### src/rtl/avalon_st_packet_arbiter_if.sv
// avalon_st_if: Avalon-ST stream bundle, ready-latency 0.
// master drives the beat fields, slave returns rdy.
interface avalon_st_if #(
  parameter int DATA_WIDTH_IN_BYTES = 16,
  localparam int DW = DATA_WIDTH_IN_BYTES * 8,
  localparam int EW = (DATA_WIDTH_IN_BYTES > 1) ?
                      $clog2(DATA_WIDTH_IN_BYTES) : 1
);
  logic          valid;
  logic          sop;
  logic          eop;
  logic [DW-1:0] data;
  logic [EW-1:0] empty;
  logic          rdy;

  modport master (
    output valid, sop, eop, data, empty,
    input  rdy
  );

  modport slave (
    input  valid, sop, eop, data, empty,
    output rdy
  );
endinterface

### src/rtl/avalon_st_packet_arbiter.sv
// avalon_st_packet_arbiter: round-robin, packet-locked merge of
// NUM_SOURCES Avalon-ST sources onto one zero-latency output stream.
module avalon_st_packet_arbiter #(
  parameter int DATA_WIDTH_IN_BYTES = 16,
  parameter int NUM_SOURCES = 4,
  localparam int DW = DATA_WIDTH_IN_BYTES * 8,
  localparam int EW = (DATA_WIDTH_IN_BYTES > 1) ?
                      $clog2(DATA_WIDTH_IN_BYTES) : 1,
  localparam int SW = $clog2(NUM_SOURCES)
) (
  input  logic                      clk,
  input  logic                      rst,
  input  logic [NUM_SOURCES-1:0]    in_valid,
  input  logic [NUM_SOURCES-1:0]    in_sop,
  input  logic [NUM_SOURCES-1:0]    in_eop,
  input  logic [NUM_SOURCES*DW-1:0] in_data,
  input  logic [NUM_SOURCES*EW-1:0] in_empty,
  output logic [NUM_SOURCES-1:0]    in_rdy,
  avalon_st_if.master               arb_msg,
  output logic [NUM_SOURCES-1:0]    grant,
  output logic                      busy
);

  typedef enum logic {IDLE, LOCKED} state_t;
  typedef logic [SW:0] sum_t;

  localparam sum_t NS = sum_t'(NUM_SOURCES);

  state_t        state_q, state_d;
  logic [SW-1:0] owner_q, owner_d;
  logic [SW-1:0] rr_q, rr_d;
  logic          gap_q, gap_d;

  logic          found;
  logic [SW-1:0] pick;
  sum_t          sum;
  logic [SW-1:0] sel;
  logic [SW-1:0] sel_nxt;
  logic          sel_vld;
  logic          xfer;

  always_comb begin : rr_search
    found = 1'b0;
    pick  = '0;
    sum   = '0;
    for (int k = 0; k < NUM_SOURCES; k++) begin
      sum = {1'b0, rr_q} + sum_t'(k);
      if (sum >= NS) sum = sum - NS;
      if (!found && in_valid[sum[SW-1:0]]) begin
        found = 1'b1;
        pick  = sum[SW-1:0];
      end
    end
  end

  // gap_q holds off arbitration for the cycle after a locked packet ends
  assign sel_vld = !rst &&
                   (state_q == LOCKED || (!gap_q && found));
  assign sel     = (state_q == LOCKED) ? owner_q : pick;
  assign sel_nxt = (sel == SW'(NUM_SOURCES - 1)) ?
                   '0 : sel + SW'(1);
  assign busy    = !rst && (state_q == LOCKED);

  always_comb begin : out_mux
    arb_msg.valid = 1'b0;
    arb_msg.sop   = 1'b0;
    arb_msg.eop   = 1'b0;
    arb_msg.data  = '0;
    arb_msg.empty = '0;
    in_rdy        = '0;
    grant         = '0;
    for (int i = 0; i < NUM_SOURCES; i++) begin
      if (sel_vld && sel == SW'(i)) begin
        arb_msg.valid = in_valid[i];
        arb_msg.sop   = in_sop[i];
        arb_msg.eop   = in_eop[i];
        arb_msg.data  = in_data[i*DW +: DW];
        arb_msg.empty = in_empty[i*EW +: EW];
        in_rdy[i]     = arb_msg.rdy;
        grant[i]      = 1'b1;
      end
    end
  end

  assign xfer = arb_msg.valid & arb_msg.rdy;

  always_comb begin : fsm
    state_d = state_q;
    owner_d = owner_q;
    rr_d    = rr_q;
    gap_d   = 1'b0;
    unique case (state_q)
      IDLE: begin
        if (sel_vld) begin
          if (xfer && arb_msg.eop) begin
            rr_d = sel_nxt;
          end else begin
            state_d = LOCKED;
            owner_d = sel;
          end
        end
      end
      LOCKED: begin
        if (xfer && arb_msg.eop) begin
          state_d = IDLE;
          rr_d    = sel_nxt;
          gap_d   = 1'b1;
        end
      end
    endcase
  end

  always_ff @(posedge clk or posedge rst) begin
    if (rst) begin
      state_q <= IDLE;
      owner_q <= '0;
      rr_q    <= '0;
      gap_q   <= 1'b0;
    end else begin
      state_q <= state_d;
      owner_q <= owner_d;
      rr_q    <= rr_d;
      gap_q   <= gap_d;
    end
  end

endmodule
### src/flat_wrapper.sv
// flat-port wrapper written by rule: the top's interface ports become plain ports
module avalon_st_packet_arbiter_flat 
#(
  parameter int DATA_WIDTH_IN_BYTES = 16,
  parameter int NUM_SOURCES = 4,
  localparam int DW = DATA_WIDTH_IN_BYTES * 8,
  localparam int EW = (DATA_WIDTH_IN_BYTES > 1) ?
                      $clog2(DATA_WIDTH_IN_BYTES) : 1,
  localparam int SW = $clog2(NUM_SOURCES)
)
  (clk, rst, in_valid, in_sop, in_eop, in_data, in_empty, in_rdy, grant, busy, arb_msg_valid, arb_msg_sop, arb_msg_eop, arb_msg_data, arb_msg_empty, arb_msg_rdy);
  avalon_st_if #(.DATA_WIDTH_IN_BYTES(DATA_WIDTH_IN_BYTES)) arb_msg_i ();
  input  logic clk;
  input  logic rst;
  input  logic [NUM_SOURCES-1:0] in_valid;
  input  logic [NUM_SOURCES-1:0] in_sop;
  input  logic [NUM_SOURCES-1:0] in_eop;
  input  logic [NUM_SOURCES*DW-1:0] in_data;
  input  logic [NUM_SOURCES*EW-1:0] in_empty;
  output logic [NUM_SOURCES-1:0] in_rdy;
  output logic [NUM_SOURCES-1:0] grant;
  output logic busy;
  output wire logic [$bits(arb_msg_i.valid)-1:0] arb_msg_valid;
  output wire logic [$bits(arb_msg_i.sop)-1:0] arb_msg_sop;
  output wire logic [$bits(arb_msg_i.eop)-1:0] arb_msg_eop;
  output wire logic [$bits(arb_msg_i.data)-1:0] arb_msg_data;
  output wire logic [$bits(arb_msg_i.empty)-1:0] arb_msg_empty;
  input wire logic [$bits(arb_msg_i.rdy)-1:0] arb_msg_rdy;
  assign arb_msg_valid = arb_msg_i.valid;
  assign arb_msg_sop = arb_msg_i.sop;
  assign arb_msg_eop = arb_msg_i.eop;
  assign arb_msg_data = arb_msg_i.data;
  assign arb_msg_empty = arb_msg_i.empty;
  assign arb_msg_i.rdy = arb_msg_rdy;
  avalon_st_packet_arbiter #(.DATA_WIDTH_IN_BYTES(DATA_WIDTH_IN_BYTES), .NUM_SOURCES(NUM_SOURCES)) u_core (.clk(clk), .rst(rst), .in_valid(in_valid), .in_sop(in_sop), .in_eop(in_eop), .in_data(in_data), .in_empty(in_empty), .in_rdy(in_rdy), .arb_msg(arb_msg_i), .grant(grant), .busy(busy));
endmodule
### config.mk
export PLATFORM = sky130hd
export DESIGN_NAME = avalon_st_packet_arbiter_flat
export DESIGN_NICKNAME = d
export VERILOG_FILES = /design/src/rtl/avalon_st_packet_arbiter_if.sv /design/src/rtl/avalon_st_packet_arbiter.sv /design/src/flat_wrapper.sv
export SDC_FILE = /design/constraint.sdc
export NUM_CORES = 1
export LEC_CHECK = 0
export CAP_MARGIN = 20
export CORE_AREA = 2 2 267 269
export CTS_CLUSTER_DIAMETER = 60
export CTS_CLUSTER_SIZE = 30
export DETAILED_ROUTE_END_ITERATION = 6
export DIE_AREA = 0 0 269 271
export PLACE_DENSITY = 0.4
export RECOVER_POWER = 100
export SYNTH_ARGS = -nofsm -noshare
export SYNTH_HDL_FRONTEND = slang
export SYNTH_SLANG_ARGS = --single-unit
### constraint.sdc
create_clock -name clk -period 4.55 [get_ports clk]
set_input_delay 0.91 -clock clk [delete_from_list [all_inputs] [get_ports clk]]
set_output_delay 0.91 -clock clk [all_outputs]
set_load 0.05 [all_outputs]
-- Yosys cells after proc, flatten, opt, wreduce, memory -nomap -nowiden
Index checks and enable logic that the tools add are counted.
- flip-flop bits (word level): 6
- input port bits: 543
- output and inout port bits: 144
- word-level logic and storage cells: 104
- $add $sub $neg: 8
- magnitude comparators: 8
- equality and inequality tests: 4
- multiplexer cells: 58
- bitwise gates (word level): 3
- reductions and logical operators: 19
- operators with widths (cell ; number):
    128-bit two-way mux ; 4
    1-bit two-way mux ; 32
    2-bit two-way mux ; 12
    4-bit two-way mux ; 4
    2-bit by 3-bit < comparator with 1-bit output, second input constant ; 4
    1-bit logical AND ; 11
    3-bit >= comparator, second input constant ; 3
    1-bit binary-select mux with 2-bit select ; 4
    2-bit by 1-bit subtractor with 2-bit output, second input constant ; 4
    2-bit by 2-bit adder with 3-bit output, second input constant ; 2
    1-bit zero test ; 5
    2-bit == test, second input constant ; 2
    2-bit one-hot mux with 2 select lines ; 1
    2-bit by 1-bit adder with 3-bit output, second input constant ; 1
    2-bit by 3-bit >= comparator with 1-bit output, second input constant ; 1
    3-bit AND reduction ; 1
    2-bit by 1-bit adder with 2-bit output, second input constant ; 1
    2-bit by 1-bit == test with 1-bit output, second input constant ; 1
    2-bit zero test ; 1
    2-bit by 1-bit != test with 1-bit output, second input constant ; 1
    1-bit NOT ; 2
    1-bit one-hot mux with 2 select lines ; 1
    1-bit AND ; 1
    1-bit logical OR ; 1

-- Longest topological paths before layout
Gate-level depths: netlist (run 1).
- depth after elaboration: 27
- mapped depth: 13
- gate-level depth less buffers: 12

-- Worst setup path after synthesis (run 1)
No wires, ideal clock.
- kind: input to output
- start: input port in_valid[0]
- end: output port arb_msg_data[100]
- arrival: 3.588 ns
- required time: 3.640 ns
- path slack: 0.052 ns
- stages: 12
- buffers on the path: 3
- cells stage by stage: o21bai_1 > a31oi_1 > o211ai_1 > a21boi_0 > inv_1 > ha_1 > buf_2 > inv_1 > clkbuf_1 > clkbuf_1 > o211ai_1 > a21oi_1
- elaborated cells on any way between the ends: 38
- classes of those cells: eq/ne: 3; mux: 21; reduce/logical: 14
- RTL lines (item ; RTL line ; source):
    start: declaration ; flat_wrapper.sv:15 ; input logic [NUM_SOURCES-1:0] in_valid;
    1-bit binary-select mux with 2-bit select ; avalon_st_packet_arbiter.sv:49 ; if (!found && in_valid[sum[SW-1:0]]) begin
    1-bit two-way mux (not written as such) ; avalon_st_packet_arbiter.sv:49 ;
    1-bit two-way mux ; avalon_st_packet_arbiter.sv:49 ;
    1-bit zero test ; avalon_st_packet_arbiter.sv:49 ;
    1-bit logical AND ; avalon_st_packet_arbiter.sv:49 ;
    1-bit two-way mux ; avalon_st_packet_arbiter.sv:49 ;
    1-bit zero test ; avalon_st_packet_arbiter.sv:49 ;
    1-bit logical AND ; avalon_st_packet_arbiter.sv:49 ;
    (+2 left out) ; -- ;
    1-bit logical AND ; avalon_st_packet_arbiter.sv:49 ;
    2-bit two-way mux * ; avalon_st_packet_arbiter.sv:49 ;
    2-bit two-way mux * ; avalon_st_packet_arbiter.sv:59 ; assign sel = (state_q == LOCKED) ? owner_q : pick;
    via u_core.sel[0] ; avalon_st_packet_arbiter.sv:37 ; logic [SW-1:0] sel;
    2-bit zero test ; avalon_st_packet_arbiter.sv:73 ; if (sel_vld && sel == SW'(i)) begin
    1-bit logical AND ; avalon_st_packet_arbiter.sv:73 ;
    128-bit two-way mux (3 in a row) ; avalon_st_packet_arbiter.sv:73 ;
    128-bit two-way mux * ; avalon_st_packet_arbiter.sv:73 ;
    end: declaration ; flat_wrapper.sv:26 ; output wire logic [$bits(arb_msg_i.data)-1:0] arb_msg_data;
Mark *: on every way through the listed nets, which the timed path passes. The rest lies on a longest branch. The select of a mux whose other input is x is not followed.

-- Worst setup path in the final report (run 1)
- start: input port in_valid[1]
- end: output port arb_msg_data[50]
The elaborated chain is that of the path after synthesis.

==> metrics.md, run 1 <==
| Metric | Value |
|---|---|
| Combinational power share | `0.985` |
| Share of cells above drive strength 1 | `0.196` |
| Clock share of power | `0.009` |
| CP arrival | `3.50 ns` |
| Congestion Overflow GR | `0` |
| FMAX | `227 MHz` |
| Ys async rst share | `1.00` |
| Worst VDD drop | `0.582 mV` |
| Core area | `69800 sq um` |
| Synthesized area | `5210 sq um` |
| Dpl cell area | `15600 sq um` |
| Dpl ws | `-0.297 ns` |
| Design area | `15300 sq um` |
| Syn-to-layout area delta | `193%` |
| Util after Layout | `0.219` |
| # hold bufs at CTS | `0` |
| Final setup viols | `0` |
| Vias per cell | `3.93` |
| CP Capture Type | `primary output` |
| PwrDens | `1070 nW/um^2` |
| Drt total wl | `53600 microns` |
| 1st-pass router iterations | `5` |
| Vias in the first global route | `10900` |
| Most common cell after layout, fill and taps aside | `clkdlybuf4s50_1` |
| Most frequent cells in the layout | `clkdlybuf4s50_1, nand2_1, o211ai_1, buf_4, a21oi_1` |
| Startpoint types | `input pin` |
| Cell accounting for the most synthesized area | `o211ai_1` |
| Tightest Pin Transition | `0.598 ns` |
| Met2 routed WL | `27400 microns` |
| M1 WL | `20700 microns` |
| I/O pin count | `687` |
| Initial core utilization | `0.0747` |
| Ys flop type | `dfrtp_1` |
| CTS Root Cell | `clkbuf_16` |
| Longest Clk Path Bufs | `2` |
| Placed cells | `2645` |
| Sequential share of the synthesized area | `0.0288` |
| Max_cap viols | `0` |
| Met3 wire len | `4480 microns` |
| Post-DP HPWL | `43400 microns` |
| Final min period | `4.41 ns` |
| Sink Count | `6` |
| Post-synth EDFFs | `0` |
| All-Layer GR Usage | `0.133` |
| RSZ-0062 raised after global routing | `false` |
| Worst EP required | `3.64 ns` |
| Pleak | `5.56 nW` |
| Hold Crit Class | `reg2reg` |
| Setup Skew | `0.00170 ns` |
| Final worst slack | `0.140 ns` |
| Final #Nets | `2271` |
| Worst slew margin | `0.597` |
| Area share of the largest cell type after synthesis | `0.364` |
| Slew Limit Fails | `0` |
| CTS buffer count | `3` |
| Clk slew on worst S/H paths | `0.03 ns` |
| Cells after Synth | `980` |
| Full die area | `72900 sq um` |
| Layout Cells excl Fill | `2665` |
| Syn_nets | `1527` |
| Initial antenna violation count | `12` |
| Initial DRC count | `450` |
| Largest net degree at the start of global routing | `66` |
| Cell variety after synth | `41` |
| Switching Power | `9.42 mW` |
| Worst-Skew Late Latency | `0.23 ns` |
| DRC viols | `0` |
| Yosys Warn Count | `0` |
| Drt wl/cell | `20.1 microns` |
| Sw Ratio | `0.578` |
| Fin. Hold Viols | `0` |
| PortBufs | `686` |
| Synth Register Bits | `6` |
| Critical path class | `in2out` |
| Post-DRT Antenna Nets | `0` |
| First-pass GRT wire length | `72000 microns` |
| Status | `finished clean` |
| Area contributors post-synth | `o211ai_1, nand2_1, a21oi_1` |
| Syn_area_per_cell | `5.32 sq um` |
| Die width | `269 microns` |
| Routability cong. | `0.883` |
| Flop pwr share | `0.006` |
| CP Max Fanout | `17` |
| Uppermost layer routed | `met5` |
| Routed vias | `10500` |
| Die Span Y | `271 microns` |
| TritonCTS clock tree | `built` |
| Int Pwr | `6.88 mW` |
| H-Tree Depth | `1` |
| Part of the cycle the worst path needs | `0.969` |
| Row count | `97` |
==> synth_stat cells (3+ instances only) <==
library cell / n
a21oi_1: 136
buf_2: 19
dfrtp_1: 6
a221oi_1: 7
nor3_1: 7
clkbuf_1: 76
nor2_1: 24
nand2_1: 381
inv_1: 9
buf_1: 20
o21ai_0: 3
nor2b_1: 3
ha_1: 4
o211ai_1: 253
==> final timing paths <==
| check | from | to | slack (ns) | depth (start not counted) |
|---|---|---|---|---|
| min in group asynchronous | rst | u_core.gap_q$_DFF_PP0_ | 1.14 | 2 |
| setup reg to reg | u_core.rr_q[0]$_DFFE_PP0P_ | u_core.rr_q[1]$_DFFE_PP0P_ | 1.25 | 14 |
| hold reg to reg | u_core.owner_q[1]$_DFFE_PP0P_ | u_core.owner_q[1]$_DFFE_PP0P_ | 0.53 | 1 |
| setup / recovery | in_valid[1] | arb_msg_data[50] | 0.14 | 14 |
| hold / removal | u_core.owner_q[1]$_DFFE_PP0P_ | u_core.owner_q[1]$_DFFE_PP0P_ | 0.53 | 1 |
| max in group asynchronous | rst | u_core.owner_q[1]$_DFFE_PP0P_ | 3.20 | 2 |
==> area by class of cell <==
type / instances / area, sq um
inverter: 11 / 46.3
tap: 940 / 1180
fill: 7805 / 54500
multi-input combinational: 847 / 4650
sequential: 6 / 150
clock buffer: 3 / 75.1
timing repair buffer: 855 / 9150
antenna: 3 / 7.51
==> routing by layer <==
| layer | vias to the layer above | global-route usage |
|---|---|---|
| met5 | - | 0 |
| li1 | 5040 | - |
| met3 | 52 | 0.0345 |
| met1 | 4844 | 0.144 |
| met4 | 14 | 0.0246 |
| met2 | 528 | 0.255 |
==> kinds of logic after synthesis <==
logic type      count (synthesis)  synth area share
compound gates                408             0.529
mux                             5            0.0110
fa+ha+maj                       4           0.00960
simple gates                  430             0.325
buf+inv                       127            0.0968
flops                           6            0.0288
==> power by group through the flow <==
stage / logic [mW] / registers [mW] / clock network, mW
after floorplan: 8.40 / 0.0884 / 0
after global placement: 17.3 / 0.0955 / 0
after global routing: 17.0 / 0.100 / 0.149
after detailed placement: 17.4 / 0.0947 / 0
after CTS: 17.8 / 0.0965 / 0.147
final: 16.1 / 0.0977 / 0.145
==> timing repair <==
action,in CTS,in global routing
buffers inserted,2,5
hold endpoints to repair,0,0
cloned,3,4
pin swaps,6,17
setup endpoints to repair,132,113
resized for setup,23,26
==> metrics by stage <==
| step | total power, mW | hold slack (ns) | TNS (ns) |
|---|---|---|---|
| 2_1_floorplan | 8.49 | 0.481 | 0 |
| 3_3_place_gp | 17.4 | 0.504 | -20.38 |
| 3_5_place_dp | 17.4 | 0.503 | -19.02 |
| 4_1_cts | 18.0 | 0.524 | 0 |
| 5_1_grt | 17.2 | 0.547 | 0 |
| 6_report | 16.3 | 0.530 | 0 |
==> sequential cells by signal, summed over array words and instances, names as in the netlist <==
register        flops
u_core.gap_q        1
u_core.state_q      1
u_core.rr_q         2
u_core.owner_q      2
==> critical path, cell delays in order <==
cell	delay (ns)
dlygate4sd2_1	0.27
inv_1	0.10
a22oi_1	0.08
o211ai_1	0.21
a21boi_2	0.23
inv_1	0.10
ha_4	0.19
buf_12	0.16
buf_12	0.14
clkbuf_16	0.18
o211ai_1	0.19
o211ai_1	0.11
a21oi_1	0.20
clkdlybuf4s15_2	0.40
Power figures use the tool's default switching activity.
==> inputs of run 2 (changes only) <==
CORE_AREA = 2 2 270 272   (was 2 2 267 269)
DIE_AREA = 0 0 272 274   (was 0 0 269 271)
DONT_BUFFER_PORTS = 1   (was default)
PLACE_DENSITY = 0.3   (was 0.4)
==> run 2 against run 1 <==
First-iteration DRC count increased by 32%. Cell count shrank 23%. Count of clock-buffer cells in the layout stayed put. Register-to-register slack got worse by 0.54 ns. Non-clock buffer count shrank 643. Die area grew 2.2%. Worst setup slack improved by 0.086 ns. Largest cell class is now multi-input combinational cells. Final area down 51%. Global-route usage shrank 4.6 points. Sequential share of layout area increased by 1.0 points.
==> metrics.md, run 2 (same netlist as run 1, synthesis figures left out) <==
| Metric | Value |
|---|---|
| Die Span Y | `274 microns` |
| Routability cong. | `0.903` |
| DRC viols | `0` |
| Drt total wl | `36800 microns` |
| Setup Skew | `0.00250 ns` |
| Worst-Skew Late Latency | `0.23 ns` |
| Initial core utilization | `0.0724` |
| FMAX | `231 MHz` |
| RSZ-0062 raised after global routing | `false` |
| Final #Nets | `1628` |
| Cell family with most CP delay | `buffers and inverters` |
| Busiest layer in global routing | `met2` |
| CP bufs+invs | `6` |
| First-pass GRT wire length | `49100 microns` |
| Vias in the first global route | `7528` |
| 1st-pass router iterations | `5` |
| Worst r2r src | `u_core.rr_q[0]$_DFFE_PP0P_` |
| Worst slew margin | `0.428` |
| Full die area | `74500 sq um` |
| Hold Crit Class | `in2async` |
| CTS buffer count | `3` |
| Biggest regs | `u_core.owner_q x2, u_core.rr_q x2` |
| CP arrival | `3.41 ns` |
| Design area | `7540 sq um` |
| Largest net degree at the start of global routing | `77` |
| Most frequent cells in the layout | `nand2_1, o211ai_1, a21oi_1, clkbuf_2, buf_4` |
| Status | `finished clean` |
| All-Layer GR Usage | `0.0867` |
| Initial DRC count | `592` |
| Post-DP HPWL | `31000 microns` |
| Die width | `272 microns` |
| TritonCTS clock tree | `built` |
| Area occupied by multi-input gates | `4560 sq um` |
| H-Tree Depth | `1` |
| Core area | `72000 sq um` |
| Dpl cell area | `7790 sq um` |
| Sink Count | `6` |
| CP Capture Type | `primary output` |
| TNS Setup | `0 ns` |
| Initial antenna violation count | `9` |
| Max_cap viols | `0` |
| Worst R2R Path Depth | `14` |
| I/O pin count | `687` |
| Most common cell after layout, fill and taps aside | `nand2_1` |
| Met3 usage | `0.0181` |
| CTS Root Cell | `clkbuf_16` |
| PortBufs | `0` |
| Fin. Hold Viols | `0` |
| Final setup viols | `0` |
| Tightest Pin Transition | `0.847 ns` |
| Slew Limit Fails | `0` |
| Slowest cell delay on critical path | `0.36 ns` |
| CP dominant cell by count | `a21oi_1` |
| Routed vias | `8148` |
| Worst EP required | `3.64 ns` |
| Filler cell count | `8538` |
| Critical-path cell list | `a21oi_1 -> o21ai_0 -> a21oi_1 -> mux2i_1 -> buf_4 -> inv_1 -> ha_1 -> inv_4 -> buf_6 -> buf_4 -> o211ai_1 -> a21oi_1 -> buf_2` |
| Drt wl/cell | `18.0 microns` |
| CP startpoint | `in_valid[0]` |
| Longest Clk Path Bufs | `2` |
| Startpoint types | `input pin` |
| Critical path class | `in2out` |
| Share of cells above drive strength 1 | `0.201` |
| Met2 Usage GRT | `0.150` |
| Row count | `99` |
| Part of the cycle the worst path needs | `0.950` |
| CP Max Fanout | `43` |
| Post-DRT Antenna Nets | `0` |
| RR Endpoint | `u_core.owner_q[1]$_DFFE_PP0P_` |
| Reg-to-reg setup timing slack | `0.71 ns` |
| Vias per cell | `3.99` |
| Register area | `150 sq um` |
| Clk slew on worst S/H paths | `0.03 ns` |
| Syn-to-layout area delta | `44.8%` |
| Congestion Overflow GR | `0` |
| Final min period | `4.32 ns` |
| Met1 usage in global routing | `0.102` |
| Slowest CP cell | `buf_6` |
[run 2: cell count changes in the layout (fill, tap and decap cells not counted), sizes merged, moves of 2 or more]
cell           before  now
buf               234  105
bufbuf              3    0
clkbuf             63  110
clkdlybuf4s15      10    0
clkdlybuf4s18       3    0
clkdlybuf4s50     537    0
diode               3    5
dlygate4sd3         2    0
dlymetal6s2s        5    0
[run 2: final cells by class]
cell class | instances | area share
Antenna cell | 5 | 0.00166
Clock buffer | 3 | 0.00995
Inverter | 11 | 0.00614
Multi-Input combinational cell | 847 | 0.604
Sequential cell | 6 | 0.0199
Tap cell | 959 | 0.159
Timing Repair Buffer | 212 | 0.199
[run 2: what timing repair did]
action	CTS	global route
gates resized for setup	0	0
buffers inserted	0	1
hold buffers	0	0
endpoints found under the setup margin	0	9
[run 2: per-layer routing]
layer,share of wire,wire length [microns]
met1,0.38,14100
met3,0.090,3320
met4,0.046,1700
met5,0.0017,62
met2,0.48,17600
[run 2: how the worst max path moves through the flow]
stage,to,depth (start not counted),slack (ns)
2_1_floorplan,arb_msg_data[100],12,0.05
6_report,arb_msg_data[88],13,0.23
5_1_grt,arb_msg_data[126],14,0.03
3_3_place_gp,arb_msg_data[44],14,0.13
4_1_cts,arb_msg_data[25],13,0.13
3_5_place_dp,arb_msg_data[25],13,0.14
[run 2: per-stage QoR]
stage	util	worst slack [ns]	hold slack [ns]	cells
final	0.105	0.226	0.485	2043
after global routing	0.105	0.0330	0.501	2042
after CTS	0.109	0.133	0.490	2037
after detailed placement	0.108	0.144	0.498	2034
after global placement	0.108	0.131	0.503	2034
after floorplan	-	0.0515	0.481	980
Power of run 2 is left out: the tool's default activity adds up to more than one toggle a clock period on the data nets, which glitch-free logic cannot reach.
==> inputs of run 3 (changes only) <==
CORE_AREA = 5 5 266 268   (was 2 2 270 272)
DIE_AREA = 0 0 271 273   (was 0 0 272 274)
==> run 3 against run 2 <==
Critical path depth down 1. Die area down 0.73%. The flow now finishes with violations (DRC). Cell count down 4.8%. Via count down 1.3%. Highest routed layer unchanged.
==> metrics.md, run 3 (same netlist as run 1, synthesis figures left out) <==
| Metric | Value |
|---|---|
| Hold Crit Class | `in2async` |
| Sink Count | `6` |
| Initial antenna violation count | `13` |
| Drt total wl | `39000 microns` |
| Worst EP required | `3.64 ns` |
| Largest net degree at the start of global routing | `104` |
| H-Tree Depth | `1` |
| CP arrival | `3.47 ns` |
| Clk slew on worst S/H paths | `0.03 ns` |
| Max_cap viols | `0` |
| Longest Clk Path Bufs | `2` |
| Final min period | `4.38 ns` |
| Drt wl/cell | `20.1 microns` |
| DRC viols | `20` |
| Routed vias | `8041` |
| CP Max Fanout | `54` |
| Final #Nets | `1603` |
| I/O pin count | `687` |
| Fin. Hold Viols | `0` |
| Initial core utilization | `0.0765` |
| First-pass GRT wire length | `53000 microns` |
| Post-DP HPWL | `32800 microns` |
| Final worst slack | `0.169 ns` |
| Critical path class | `in2out` |
| Area occupied by multi-input gates | `4580 sq um` |
| All-Layer GR Usage | `0.0927` |
| Util after Layout | `0.106` |
| Most common cell after layout, fill and taps aside | `nand2_1` |
| Filler cell count | `8083` |
| Post-DRT Antenna Nets | `0` |
| Post_cts resized | `0` |
| Dpl ws | `0.326 ns` |
| Congestion Overflow GR | `0` |
| 1st-pass router iterations | `7` |
| Biggest regs | `u_core.owner_q x2, u_core.rr_q x2` |
| CTS buffer count | `3` |
| PortBufs | `0` |
| TritonCTS clock tree | `built` |
| Share of cells above drive strength 1 | `0.181` |
| # hold bufs at CTS | `0` |
| Design area | `7250 sq um` |
| Failing checks | `DRC` |
| Worst slew margin | `0.508` |
| Tightest Pin Transition | `0.729 ns` |
| Vias per cell | `4.13` |
| Full die area | `74000 sq um` |
| Syn-to-layout area delta | `39.0%` |
| CP Capture Type | `primary output` |
| Vias in the first global route | `8151` |
| Initial DRC count | `514` |
| Part of the cycle the worst path needs | `0.963` |
| Post-CTS Setup Bufs | `0` |
| Die Span Y | `273 microns` |
| Row count | `96` |
| Setup Skew | `0.000717 ns` |
| Most frequent cells in the layout | `nand2_1, o211ai_1, a21oi_1, clkbuf_2, buf_4` |
| Register area | `150 sq um` |
| Die width | `271 microns` |
| CTS Root Cell | `clkbuf_16` |
| TNS Setup | `0 ns` |
| Routability cong. | `0.921` |
| Final setup viols | `0` |
| Startpoint types | `input pin` |
| Worst-Skew Late Latency | `0.23 ns` |
| FMAX | `228 MHz` |
| RSZ-0062 raised after global routing | `false` |
| Slew Limit Fails | `0` |
| Dpl cell area | `7520 sq um` |
| Core area | `68100 sq um` |
| Status | `complete, but fails checks` |
## run 3: changes by cell type in the layout (fill, tap and decap cells not counted), moves of 2 or more
cell,delta
buf_2,-8
buf_4,-35
buf_6,-2
clkbuf_1,+4
clkbuf_2,+20
clkbuf_4,-4
diode_2,+4
## run 3: critical path: stages
cell	delay (ns)
inv_1	0.06
a22oi_1	0.07
o211ai_1	0.22
a21boi_0	0.28
inv_1	0.16
ha_4	0.21
buf_12	0.16
clkbuf_2	0.31
o211ai_1	0.36
o211ai_1	0.15
a21oi_1	0.24
buf_4	0.25
## run 3: per-layer routing
layer,wire (microns),vias up,GRT usage
li1,-,3707,-
met2,20100,555,0.174
met3,4130,62,0.0305
met1,13400,3707,0.0954
met5,61,-,0
met4,1400,10,0.0356
## run 3: final timing paths
kind	from	to	slack, ns	cells after the start
hold reg to reg	u_core.owner_q[1]$_DFFE_PP0P_	u_core.owner_q[1]$_DFFE_PP0P_	0.51	1
hold / removal	rst	u_core.gap_q$_DFF_PP0_	0.49	1
setup reg to reg	u_core.rr_q[0]$_DFFE_PP0P_	u_core.owner_q[1]$_DFFE_PP0P_	0.91	13
min in group clk	u_core.owner_q[1]$_DFFE_PP0P_	u_core.owner_q[1]$_DFFE_PP0P_	0.51	1
setup / recovery	in_valid[1]	arb_msg_data[52]	0.17	12
max in group asynchronous	rst	u_core.owner_q[0]$_DFFE_PP0P_	3.85	1
## run 3: area by class of cell
type | instances | share of cell area
Clock buffer | 3 | 0.0104
Inverter | 11 | 0.00708
Antenna cell | 9 | 0.00311
Tap cell | 882 | 0.152
Multi-Input combinational cell | 847 | 0.631
Timing Repair Buffer | 187 | 0.175
Sequential cell | 6 | 0.0207
## run 3: through the flow
step           cells  hold WS (ns)
2_1_floorplan    980         0.481
3_3_place_gp    1933         0.495
3_5_place_dp    1933         0.501
4_1_cts         1936         0.499
5_1_grt         1941         0.515
6_report        1945         0.494
Power of run 3 is left out for the same reason.
